[src/rtl/mem_arb_pkg.sv]
// Shared types and constants for the two-requester memory arbiter.
package mem_arb_pkg;

    localparam int LINE_BYTES = 16;
    localparam int OFFSET_W   = $clog2(LINE_BYTES);

    typedef enum logic [1:0] {
        IDLE  = 2'd0,
        ISSUE = 2'd1,
        WAIT  = 2'd2
    } state_t;

    typedef enum logic {
        REQ_IC = 1'b0,
        REQ_DC = 1'b1
    } req_id_t;

endpackage

[src/rtl/mem_arb_picker.sv]
// Combinational grant selection between the I-cache and D-cache requesters.
// MEM_ARB_ROUND_ROBIN_EN: alternate on ties instead of fixed DC-over-IC priority.
module mem_arb_picker
    import mem_arb_pkg::*;
(
    input  logic    ic_req,
    input  logic    dc_req,
    input  req_id_t last_id,
    output req_id_t grant_id,
    output logic    grant_valid
);

    assign grant_valid = ic_req | dc_req;

    // NOTE: grant_id is given a default first so no path through the block infers a latch.
    always_comb begin
        grant_id = REQ_IC;
        if (ic_req && dc_req) begin
`ifdef MEM_ARB_ROUND_ROBIN_EN
            grant_id = (last_id == REQ_IC) ? REQ_DC : REQ_IC;
`else
            grant_id = REQ_DC;
`endif
        end else if (dc_req) begin
            grant_id = REQ_DC;
        end
    end

`ifndef MEM_ARB_ROUND_ROBIN_EN
    logic w_last_id_unused;
    assign w_last_id_unused = last_id;
`endif

endmodule

[src/rtl/mem_arbiter.sv]
// Arbitrates I-cache reads and D-cache reads/writes onto one line-wide memory port.
// MEM_ARB_ROUND_ROBIN_EN selects round-robin tie-breaking (default: DC has priority).
module mem_arbiter
    import mem_arb_pkg::*;
#(
    parameter int ADDR_W = 32,
    parameter int LINE_W = 128
) (
    input  logic              clk,
    input  logic              reset,
    input  logic              ic_req,
    input  logic [ADDR_W-1:0] ic_addr,
    output logic [LINE_W-1:0] ic_rdata,
    output logic              ic_ready,
    input  logic              dc_req,
    input  logic              dc_we,
    input  logic [ADDR_W-1:0] dc_addr,
    input  logic [LINE_W-1:0] dc_wdata,
    output logic [LINE_W-1:0] dc_rdata,
    output logic              dc_ready,
    output logic              mem_read_en,
    output logic              mem_write_en,
    output logic [ADDR_W-1:0] mem_addr,
    output logic [LINE_W-1:0] mem_write_data,
    input  logic [LINE_W-1:0] mem_read_data,
    input  logic              mem_ready
);

    state_t                     r_state;
    state_t                     w_state_nxt;
    req_id_t                    r_owner;
    req_id_t                    w_grant_id;
    logic                       w_grant_valid;
    logic                       r_we;
    logic [ADDR_W-OFFSET_W-1:0] r_line;
    logic [LINE_W-1:0]          r_wdata;
    logic                       r_ic_ready;
    logic                       r_dc_ready;
    logic [LINE_W-1:0]          r_ic_rdata;
    logic [LINE_W-1:0]          r_dc_rdata;

    // The owner of the last grant doubles as the round-robin history.
    mem_arb_picker u_picker (
        .ic_req      (ic_req),
        .dc_req      (dc_req),
        .last_id     (r_owner),
        .grant_id    (w_grant_id),
        .grant_valid (w_grant_valid)
    );

    always_comb begin
        w_state_nxt  = r_state;
        mem_read_en  = 1'b0;
        mem_write_en = 1'b0;
        case (r_state)
            IDLE:  if (w_grant_valid) w_state_nxt = ISSUE;
            ISSUE: begin
                mem_read_en  = ~r_we;
                mem_write_en = r_we;
                w_state_nxt  = WAIT;
            end
            WAIT:  if (mem_ready) w_state_nxt = IDLE;
            default: w_state_nxt = IDLE;
        endcase
    end

    // NOTE: all sequential state uses non-blocking assignments so every register samples pre-edge values.
    always_ff @(posedge clk or posedge reset) begin
        if (reset) begin
            r_state    <= IDLE;
            r_owner    <= REQ_IC;
            r_we       <= 1'b0;
            r_line     <= '0;
            r_wdata    <= '0;
            r_ic_ready <= 1'b0;
            r_dc_ready <= 1'b0;
            r_ic_rdata <= '0;
            r_dc_rdata <= '0;
        end else begin
            r_state    <= w_state_nxt;
            r_ic_ready <= 1'b0;
            r_dc_ready <= 1'b0;
            case (r_state)
                IDLE: begin
                    if (w_grant_valid) begin
                        r_owner <= w_grant_id;
                        if (w_grant_id == REQ_DC) begin
                            r_we    <= dc_we;
                            r_line  <= dc_addr[ADDR_W-1:OFFSET_W];
                            r_wdata <= dc_wdata;
                        end else begin
                            r_we    <= 1'b0;
                            r_line  <= ic_addr[ADDR_W-1:OFFSET_W];
                            r_wdata <= '0;
                        end
                    end
                end
                WAIT: begin
                    if (mem_ready) begin
                        if (r_owner == REQ_IC) begin
                            r_ic_ready <= 1'b1;
                            r_ic_rdata <= mem_read_data;
                        end else begin
                            r_dc_ready <= 1'b1;
                            if (!r_we) r_dc_rdata <= mem_read_data;
                        end
                    end
                end
                default: ;
            endcase
        end
    end

    assign mem_addr       = {r_line, {OFFSET_W{1'b0}}};
    assign mem_write_data = r_wdata;
    assign ic_ready       = r_ic_ready;
    assign dc_ready       = r_dc_ready;
    assign ic_rdata       = r_ic_rdata;
    assign dc_rdata       = r_dc_rdata;

    // Byte offsets within a line never reach memory.
    logic w_offset_unused;
    assign w_offset_unused = ^{ic_addr[OFFSET_W-1:0], dc_addr[OFFSET_W-1:0]};

endmodule

[config.mk]
export PLATFORM = sky130hd
export DESIGN_NAME = mem_arbiter
export DESIGN_NICKNAME = d
export VERILOG_FILES = /design/src/rtl/mem_arb_pkg.sv /design/src/rtl/mem_arb_picker.sv /design/src/rtl/mem_arbiter.sv
export SDC_FILE = /design/constraint.sdc
export NUM_CORES = 1
export LEC_CHECK = 0
export CORE_AREA = 2 2 292 294
export CTS_CLUSTER_DIAMETER = 100
export CTS_CLUSTER_SIZE = 8
export DETAILED_ROUTE_END_ITERATION = 7
export DIE_AREA = 0 0 294 296
export PLACE_DENSITY = 0.48
export SLEW_MARGIN = 25
export SYNTH_ARGS = -nofsm -noshare
export SYNTH_HDL_FRONTEND = slang
export SYNTH_SLANG_ARGS = --single-unit
[constraint.sdc]
create_clock -name clk -period 15.9 [get_ports clk]
set_input_delay 1.59 -clock clk [delete_from_list [all_inputs] [get_ports clk]]
set_output_delay 1.59 -clock clk [all_outputs]
set_load 0.01 [all_outputs]
==> flow_summary.ini <==
[final_layout]
layout.nets = 2011
drive_gt1_frac = 0.1731
area_growth_pct = 60.82
fill_cells = 8308
n_antenna_cell = 0
fin_util = 0.3092

[synth]
synth-seq-area-share = 0.6462
ys_seq_elements = 418
yosysUniqueCellTypes = 23
syn_area_per_cell_um2 = 17.17
yosysWarnings = 0
netlist_area_mm2 = 0.01619
syn_inst = 943

[timing]
drv_slew = 0
period_share = 0.2995
setup_viol = 0
layout_min_cycle_time_ps = 4763
max_clock_freq_mhz = 210.0
setup_tns_ps = 0
skew_ps = 16.47
relSlewSlack = 0.3481
worst_pin_slew_ps = 977.9
grt_setup_unrepaired = false
hold_violations = 0

[worst_setup_path]
startpoint_type = input pin
cp.arrival_ps = 5230
slowest_delay_ps = 830
crit_slowest_cell = buf_4
reg2regPathDepth = 5
crit_chain = clkdlybuf4s50_1 > and4b_1 > and2_4 > buf_4 > buf_4 > mux2_4
worstPathRequired_ps = 16360
worstSetupPathType = input pin to flip-flop
cp-end-kind = flip-flop
crit_top_cell = buf_4
path_max_fanout = 45

[clock_network]
h-tree-depth = 2
clock_latency_ps = 590
post_cts_buffers = 0
clk_pin_slew_ps = 50
ctsLongestPathBuffers = 3
cts_tree = yes
cts_resized = 0
cts.sinks = 418
ctsHoldBuffers = 0
cts_root_buf = clkbuf_16
cts_made_buffers = 58

[global_routing]
grt_start_max_net_pins = 125
overflow = 0
grt_pass1_vias = 11890
antenna_found_initial = 4
gr-usage-met2 = 0.2132
globalRouteMet3Util = 0.04542
grt_pass1_wl_um = 78870
met1_usage = 0.1309
busiest_layer = met2
grt_use_total = 0.1190

[routing]
vias_per_cell = 3.901
firstDrtPassIters = 6
dr_total_vias = 10830
drt_iter0_markers = 289
drt_wl_total_um = 54510
ant_nets = 0
drc = 0
wl_per_cell_um = 19.63

[power]
leakagePower_nw = 10.94
power_density_mw_per_mm2 = 209.1
vdd_drop_max_mv = 0.1030

[die]
io_pins = 746
fp.coreArea_mm2 = 0.08421
die_area_mm2 = 0.08702
chipHeight_um = 296
rows = 107
die_w_um = 294
initial_core_util = 0.1922

[placed_design]
place_hpwl_um = 39030
io_buffers = 733
gp_congestion = 0.7614

[flow_run]
maxCapViolCount = 0

[run_status]
status = complete, no violations

[min_path]
hp-class = flip-flop to flip-flop
worst_hold_path.num_cells = 1
==> final timing paths <==
kind	start	endpoint	slack [ps]
worst max-delay path	mem_ready	dc_rdata[108]	11140
worst min-delay path	ic_rdata[59]	ic_rdata[59]	480
worst max register to register	r_state[0]	dc_rdata[108]	12190
worst min register to register	ic_rdata[59]	ic_rdata[59]	480
max in group asynchronous	reset	dc_rdata[125]	12150
min in group asynchronous	reset	dc_rdata[107]	1580
==> registers in the layout, indices dropped and copies added (netlist names) <==
name,flops
ic_ready,1
mem_write_data,128
dc_rdata,128
r_we,1
r_owner,1
r_state,2
ic_rdata,128
r_line,28
dc_ready,1
==> layout by cell type (no fill, tap or decap), types with 2 or more instances in the layout <==
| cell type | instances |
|---|---|
| clkbuf_16 | 59 |
| conb_1 | 4 |
| and2_4 | 2 |
| mux2_4 | 120 |
| inv_1 | 2 |
| a22o_1 | 129 |
| mux2_2 | 92 |
| clkdlybuf4s50_1 | 733 |
| dfrtp_1 | 418 |
| buf_4 | 11 |
| mux2_1 | 100 |
| nand2b_1 | 2 |
| nor2_1 | 3 |
==> cell type report <==
cell class	count	area, um2	area share
Inverter	3	18.77	0.0007209
Timing Repair Buffer	746	7451	0.2862
Sequential cell	418	10460	0.4018
Tap cell	1090	1364	0.05239
Clock buffer	60	1490	0.05724
Multi-Input combinational cell	458	5211	0.2002
Clock inverter	2	38.79	0.001490
==> metal layers <==
| metal | share of wire | vias up |
|---|---|---|
| li1 | - | 4890 |
| met1 | 0.38 | 5387 |
| met2 | 0.51 | 473 |
| met3 | 0.090 | 77 |
| met4 | 0.021 | 6 |
| met5 | 0.00062 | - |
==> stage by stage <==
step / cells / hold WS (ps) / cell area (um2) / worst slack (ps) / total power (W)
3_3_place_gp: 2715 / 467.3 / 24500 / 10550 / 0.004360
5_1_grt: 2777 / 493.1 / 26030 / 11000 / 0.005752
2_1_floorplan: 946 / 485.8 / 16200 / 2675 / 0.002924
3_5_place_dp: 2715 / 473.7 / 24500 / 10490 / 0.004382
6_report: 2777 / 479.3 / 26030 / 11140 / 0.005444
4_1_cts: 2777 / 486.4 / 26030 / 11140 / 0.005553
==> cell usage after synthesis <==
master | number | area [um2]
dfrtp_1 | 418 | 10460
a22o_1 | 129 | 1130
mux2_4 | 120 | 1802
mux2_1 | 100 | 1126
mux2_2 | 92 | 1036
buf_2 | 21 | 105.1
buf_6 | 14 | 157.7
buf_8 | 11 | 165.2
clkbuf_1 | 10 | 37.54
buf_4 | 8 | 60.06
buf_1 | 3 | 11.26
inv_1 | 3 | 11.26
nor2_1 | 3 | 11.26
nand2b_1 | 2 | 12.51
a21o_1 | 1 | 7.510
and2_1 | 1 | 6.260
and2_4 | 1 | 8.760
and4b_1 | 1 | 10.01
conb_1 | 1 | 3.750
nand2_1 | 1 | 3.750
nor3b_2 | 1 | 12.51
o21ai_0 | 1 | 5.000
o21ai_1 | 1 | 5.000
==> report_power, final <==
| part | internal (W) | switching, W | leakage, nW | total, W |
|---|---|---|---|---|
| combinational | 0.00148 | 0.000940 | 5.07 | 0.00242 |
| sequential | 0.00161 | 0.000307 | 5.12 | 0.00191 |
| clock | 0.000664 | 0.000447 | 0.753 | 0.00111 |
==> worst max-delay path, delay by kind of cell <==
family | cells | cell delay, ps
multiplexers | 1 | 350
buffers and inverters | 3 | 2110
AND/OR/NAND/NOR | 2 | 1000
==> cells by family (layout without fill, tap and decap cells) <==
family,count (synthesis),in the layout,synth area share
compound gates,132,132,0.07088
buf+inv,70,811,0.03385
flops,418,418,0.6462
mux,312,312,0.2449
other cells,1,4,0.0002317
simple gates,10,10,0.004019
Power figures use the tool's default switching activity.
